**config.mk**
```make
export PLATFORM = sky130hd
export DESIGN_NAME = reg_bus_bridge
export DESIGN_NICKNAME = d
export VERILOG_FILES = /design/src/rtl/reg_bus_bridge_pkg.sv /design/src/rtl/reg_bus_bridge_timeout.sv /design/src/rtl/reg_bus_bridge.sv
export SDC_FILE = /design/constraint.sdc
export NUM_CORES = 1
export LEC_CHECK = 0
export BUFFER_PORTS_ARGS = -buffer_cell sky130_fd_sc_hd__buf_2
export CORE_MARGIN = 2
export CORE_UTILIZATION = 45
export DETAILED_ROUTE_END_ITERATION = 6
export PLACE_DENSITY = 0.65
export SLEW_MARGIN = 25
export SYNTH_ARGS = -nofsm -noshare
export SYNTH_HDL_FRONTEND = slang
export SYNTH_HIERARCHICAL = 1
export SYNTH_SLANG_ARGS = --single-unit
export TNS_END_PERCENT = 10
```
**constraint.sdc**
```tcl
create_clock -name clk -period 3.2 [get_ports clk]
set_input_delay 0.16 -clock clk [delete_from_list [all_inputs] [get_ports clk]]
set_output_delay 0.16 -clock clk [all_outputs]
set_load 0.03 [all_outputs]
```
**src/rtl/reg_bus_bridge_pkg.sv**
```systemverilog
// Shared definitions for the byte-stream register bus bridge.
// Holds the FSM state encoding, command byte field positions and the
// default response bytes.
package reg_bus_bridge_pkg;

  typedef enum logic [3:0] {
    ST_CMD,
    ST_IDX,
    ST_DHI,
    ST_DLO,
    ST_REQ,
    ST_ACCESS,
    ST_WAIT_RD,
    ST_RESP_HI,
    ST_RESP_LO,
    ST_ACK,
    ST_NAK
  } state_t;

  // Command byte layout: write flag, reserved field (must be zero), index[11:8]
  localparam int CMD_WRITE_BIT = 7;
  localparam int CMD_RSVD_MSB  = 6;
  localparam int CMD_RSVD_LSB  = 4;
  localparam int CMD_IDX_MSB   = 3;
  localparam int CMD_IDX_LSB   = 0;

  localparam logic [7:0] DEFAULT_ACK_BYTE = 8'hA5;
  localparam logic [7:0] DEFAULT_NAK_BYTE = 8'h15;

endpackage

```
**src/rtl/reg_bus_bridge_timeout.sv**
```systemverilog
// Inter-byte idle counter for the bridge frame receiver.
// expired is combinational: it is high during the TIMEOUT_CYCLES-th enabled idle cycle.
// clear (an accepted byte) or a low enable reloads the count to zero.
module bridge_timeout #(
  parameter int TIMEOUT_CYCLES = 250000
) (
  input  logic clk,
  input  logic reset_n,
  input  logic clear,
  input  logic enable,
  output logic expired
);

  localparam int W = (TIMEOUT_CYCLES > 1) ? $clog2(TIMEOUT_CYCLES) : 1;
  localparam logic [W-1:0] LAST = W'(TIMEOUT_CYCLES - 1);

  logic [W-1:0] count;

  assign expired = enable & ~clear & (count == LAST);

  // Count idle cycles while enabled; reload to zero on a byte or when disabled.
  always_ff @(posedge clk or negedge reset_n) begin
    if (!reset_n) begin
      count <= '0;
    end else if (clear || !enable) begin
      count <= '0;
    end else if (!expired) begin
      count <= count + 1'b1;
    end
  end

endmodule

```
**src/rtl/reg_bus_bridge.sv**
```systemverilog
// Byte-stream command bridge acting as a second initiator on the register bus.
// Latency: last frame byte to strobe is 2 cycles with grant held; response bytes follow the access.
// Backpressure: rx_ready only while collecting a frame; tx_valid holds stable data until tx_ready.
module reg_bus_bridge
  import reg_bus_bridge_pkg::*;
#(
  parameter int         TIMEOUT_CYCLES = 250000,
  parameter logic [7:0] ACK_BYTE       = DEFAULT_ACK_BYTE,
  parameter logic [7:0] NAK_BYTE       = DEFAULT_NAK_BYTE
) (
  input  logic        clk,
  input  logic        reset_n,
  input  logic [7:0]  rx_data,
  input  logic        rx_valid,
  output logic        rx_ready,
  output logic [7:0]  tx_data,
  output logic        tx_valid,
  input  logic        tx_ready,
  output logic        bus_req,
  input  logic        bus_gnt,
  output logic [11:0] register_index,
  output logic        register_read,
  output logic        register_write,
  output logic [15:0] register_write_value,
  input  logic [15:0] register_read_value
);

  state_t      state_q, state_d;
  logic        is_write_q;
  logic [11:0] idx_q;
  logic [15:0] data_q;
  logic [15:0] rd_q;

  logic rx_accept;
  logic cmd_bad;
  logic tmo_enable;
  logic tmo_expired;

  assign rx_accept  = rx_valid & rx_ready;
  assign cmd_bad    = |rx_data[CMD_RSVD_MSB:CMD_RSVD_LSB];
  assign tmo_enable = (state_q == ST_IDX) || (state_q == ST_DHI) || (state_q == ST_DLO);

  // Frame registers only change on accepted bytes, so index and write data
  // are naturally stable from REQ through ACCESS.
  assign register_index       = idx_q;
  assign register_write_value = data_q;

  bridge_timeout #(
    .TIMEOUT_CYCLES(TIMEOUT_CYCLES)
  ) u_timeout (
    .clk    (clk),
    .reset_n(reset_n),
    .clear  (rx_accept),
    .enable (tmo_enable),
    .expired(tmo_expired)
  );

  // State register.
  always_ff @(posedge clk or negedge reset_n) begin
    if (!reset_n) begin
      state_q <= ST_CMD;
    end else begin
      state_q <= state_d;
    end
  end

  // Next state and all handshake/strobe outputs, decoded from the current state.
  always_comb begin
    state_d        = state_q;
    rx_ready       = 1'b0;
    tx_valid       = 1'b0;
    tx_data        = 8'h00;
    bus_req        = 1'b0;
    register_read  = 1'b0;
    register_write = 1'b0;
    case (state_q)
      ST_CMD: begin
        rx_ready = 1'b1;
        if (rx_valid) state_d = cmd_bad ? ST_NAK : ST_IDX;
      end
      ST_IDX: begin
        rx_ready = 1'b1;
        if (rx_valid)         state_d = is_write_q ? ST_DHI : ST_REQ;
        else if (tmo_expired) state_d = ST_CMD;
      end
      ST_DHI: begin
        rx_ready = 1'b1;
        if (rx_valid)         state_d = ST_DLO;
        else if (tmo_expired) state_d = ST_CMD;
      end
      ST_DLO: begin
        rx_ready = 1'b1;
        if (rx_valid)         state_d = ST_REQ;
        else if (tmo_expired) state_d = ST_CMD;
      end
      ST_REQ: begin
        bus_req = 1'b1;
        if (bus_gnt) state_d = ST_ACCESS;
      end
      ST_ACCESS: begin
        // Grant is no longer looked at: once started, the access completes.
        bus_req        = 1'b1;
        register_write = is_write_q;
        register_read  = ~is_write_q;
        state_d        = is_write_q ? ST_ACK : ST_WAIT_RD;
      end
      ST_WAIT_RD: begin
        bus_req = 1'b1;
        state_d = ST_RESP_HI;
      end
      ST_RESP_HI: begin
        tx_valid = 1'b1;
        tx_data  = rd_q[15:8];
        if (tx_ready) state_d = ST_RESP_LO;
      end
      ST_RESP_LO: begin
        tx_valid = 1'b1;
        tx_data  = rd_q[7:0];
        if (tx_ready) state_d = ST_CMD;
      end
      ST_ACK: begin
        tx_valid = 1'b1;
        tx_data  = ACK_BYTE;
        if (tx_ready) state_d = ST_CMD;
      end
      ST_NAK: begin
        tx_valid = 1'b1;
        tx_data  = NAK_BYTE;
        if (tx_ready) state_d = ST_CMD;
      end
      default: state_d = ST_CMD;
    endcase
  end

  // Frame assembly from accepted bytes, and read data capture in WAIT_RD.
  always_ff @(posedge clk or negedge reset_n) begin
    if (!reset_n) begin
      is_write_q <= 1'b0;
      idx_q      <= 12'h000;
      data_q     <= 16'h0000;
      rd_q       <= 16'h0000;
    end else begin
      if (rx_accept) begin
        case (state_q)
          ST_CMD: begin
            // A command with reserved bits set is dropped without touching the frame.
            if (!cmd_bad) begin
              is_write_q   <= rx_data[CMD_WRITE_BIT];
              idx_q[11:8]  <= rx_data[CMD_IDX_MSB:CMD_IDX_LSB];
            end
          end
          ST_IDX:  idx_q[7:0]    <= rx_data;
          ST_DHI:  data_q[15:8]  <= rx_data;
          ST_DLO:  data_q[7:0]   <= rx_data;
          default: ;
        endcase
      end
      if (state_q == ST_WAIT_RD) rd_q <= register_read_value;
    end
  end

endmodule

```
==> results.yml <==
cells_and_area:
  fill_cells: 640
  area_grow_syn2layout_pct: 20.3
  layout_commonest_cell: "sky130_fd_sc_hd__buf_2"
  share_of_layout_cells_above_drive_strength_1: 0.347
  finish.net_count: 379
  leading_cell_types_in_the_layout_fill_and_taps_excluded: "69 x sky130_fd_sc_hd__buf_2, 67 x sky130_fd_sc_hd__dfrtp_1, 26 x sky130_fd_sc_hd__mux2_1"
  antenna-diode-count: 0
sta:
  worst_clk_skew_ns: 0.00895
  timing.final.crit_period_ns: 2.48
  top_achievable_clock_speed_mhz: 403
  finalCritPeriodShare: 0.776
  unrepaired_setup_endpoints_after_global_routing: "no"
  timing.final.hold_violations: 0
  finalSetupTns_ns: 0
  holdWs_ns: 0.0364
  drv_slew: 0
  setup_viol: 0
  timing.slew.headroom: 0.492
  timing_worst_slew_pin_value_ns: 0.762
yosys:
  synth_top_area_share: 0.510
  synthDistinctLibCells: 56
  ys_seq_area_frac: 0.510
  yosys.area.top_type: "sky130_fd_sc_hd__dfrtp_1"
  post_synth.cell_area_avg_um2: 11.8
  async_reset_ff_frac: 1.00
  synthCells: 278
  synthesis_stage_register_bit_count: 67
  synth_edf_count: 0
  synthesis.nets: 308
  synth-main-ff-cell: "sky130_fd_sc_hd__dfrtp_1"
  ys_top_cells_by_area: "sky130_fd_sc_hd__dfrtp_1 51%, sky130_fd_sc_hd__mux2_1 8.9%, sky130_fd_sc_hd__mux2_2 6.5%, sky130_fd_sc_hd__xor2_1 2.1%, sky130_fd_sc_hd__nand2_1 1.8%"
  synthesis.area_um2: 3280
  synth.yosys.warnings: 6
floorplanning:
  pin_count: 70
  die-height_um: 89.4
  initial_core_util: 0.458
  fp.dieArea_um2: 8000
  core_region_area_um2: 7180
  die_w_um: 89.4
  floorplan.rows: 31
route:
  totalWireLength_um: 6890
  drt_drc_violations_left: 0
  drt_iter0_drc: 150
  detailroute.via_count: 2402
  drt.antenna.violating_nets: 0
  route.detailed.wl_per_inst_um: 15.2
  via_per_inst: 5.30
  detailedRoute.firstPassIterationCount: 4
flow_run:
  max_cap_viol_count: 0
global_routing:
  grt_start_max_net_pins: 48
  globalRouteTotalUtil: 0.182
  grt_antenna_before_repair: 0
  globalRouteOverflowTotal: 0
  grt_pass1_wl_um: 11000
  first_global_vias: 2257
cts:
  numClockSinks: 67
  cts_repair_resize_count: 0
  cts_clock_pin_slew_for_the_worst_setup_and_hold_paths_ns: 0.08
  clk_path_buf_depth: 2
  cts.root.buffer_cell: "sky130_fd_sc_hd__clkbuf_8"
  htree_num_levels: 3
  insertion_delay_ns: 0.34
  number_of_buffers_inserted_by_post_cts_setup_repair: 0
  numCtsBuffers: 9
  cts_tree: "built"
worst_setup_path:
  timing.setup.critical_path_class: "register to register"
  required_arrival_time_at_the_worst_endpoint_ns: 3.43
  crit_path_end: "state_q[1]"
  reg2reg_depth: 8
  critical_path_arrival_ns: 2.71
  kind_of_launch_point_of_the_worst_setup_path: "register"
  r2r-end: "state_q[1]"
  r2r_slack_ns: 0.72
  critical_path.endpoint_type: "register"
  critPathLaunch: "u_timeout/count[11]"
  rr_startpoint: "u_timeout/count[11]"
  worstPathMaxFanout: 5
power_and_ir_drop:
  power_per_cell_area_nw_per_um2: 935
  power.leakage_nw: 1.78
  worst_vdd_ir_uv: 511
place:
  finalWeightedCongestion: 0.804
  dp_hpwl_um: 4880
  numPortBuffers: 69
hold_path:
  holdCritPathClass: "input pin to register"
run_status:
  outcome: "completed"
worst max-delay path, cell delays in order (launching register included):
cell and delay (ns):
sky130_fd_sc_hd__dfrtp_1 0.43, sky130_fd_sc_hd__or4_4 0.56, sky130_fd_sc_hd__nor4_4 0.35, sky130_fd_sc_hd__nand2b_2 0.14, sky130_fd_sc_hd__nor2_1 0.15, sky130_fd_sc_hd__nor4b_1 0.07
sky130_fd_sc_hd__a211oi_1 0.24, sky130_fd_sc_hd__o221ai_1 0.14, sky130_fd_sc_hd__a32o_1 0.29
synth_stat cells (all sizes together) (2+ instances only):
cell / instances
o31ai: 4
o21ai: 7
a21oi: 11
clkbuf: 5
or3b: 2
xor2: 8
nor2: 17
a22o: 2
nand4: 5
mux2: 46
mux2i: 5
or3: 6
a211oi: 3
nand3b: 3
nand2: 16
a32o: 4
inv: 3
a31oi: 3
and2: 2
nor4b: 2
nand2b: 7
nor3: 4
and4: 3
a21o: 3
buf: 9
nor2b: 5
dfrtp: 67
nor4: 3
or4: 4
nand3: 7
report_power, final:
group	switching (W)	internal, W
Clock	0.000342	0.000444
Combinational	0.000942	0.000584
Sequential	0.000232	0.00115
repair_timing:
action | CTS | global route
hold endpoints to repair | 20 | 0
hold buffers | 1 | 0
setup endpoints to repair | 0 | 0
flip-flops by register name (all words and copies together) (netlist names):
name	flops
u_timeout/count	18
register_index	12
is_write_q	1
state_q	4
register_write_value	16
rd_q	16
worst min path at each step:
stage / start / depth (start not counted) / endpoint
6_report: register_read_value[14] / 2 / rd_q[14]
5_1_grt: register_read_value[1] / 2 / rd_q[1]
4_1_cts: register_read_value[10] / 2 / rd_q[10]
3_5_place_dp: reset_n / 1 / rd_q[13]
3_3_place_gp: reset_n / 1 / rd_q[13]
2_1_floorplan: reset_n / 0 / is_write_q
logic make-up (layout without fill, tap and decap cells):
kind of cell               count (synthesis)  after routing  synth area share
and+or+nand+nor                           91             91             0.168
DFF                                       67             67             0.510
muxes                                     51             51             0.174
AOI/OAI and AO/OA                         42             42            0.0964
buffers and inverters                     17             93            0.0232
xor gates and xnor gates                   9              9            0.0240
adders and majority gates                  1              1           0.00381
routing by layer:
metal  global-route usage  vias up  routed length, um
li1                     -     1165                  -
met1                0.250     1174               3220
met2                0.275       53               3260
met3               0.0388       10                279
met4               0.0855        0                128
met5                    0        -                  0
area by class of cell:
class / instances / area [um^2] / share of cell area
clock inverters: 7 / 100 / 0.0253
well taps: 99 / 124 / 0.0313
clock buffers: 9 / 124 / 0.0313
repair buffers: 74 / 385 / 0.0975
flip-flops and latches: 67 / 1680 / 0.424
multi-input cells: 194 / 1530 / 0.387
inverters: 3 / 11.3 / 0.00285
stage by stage:
step	setup WS, ns	instance area (um^2)	util	total power [W]	instances
3_3_place_gp	0.792	3720	0.518	0.00291	436
3_5_place_dp	0.741	3720	0.518	0.00294	436
6_report	0.718	3950	0.551	0.00370	453
4_1_cts	0.722	3950	0.551	0.00373	453
5_1_grt	0.588	3950	0.551	0.00392	453
2_1_floorplan	0.885	3280	-	0.00251	278
No activity file was read; power rests on OpenSTA's default activity.
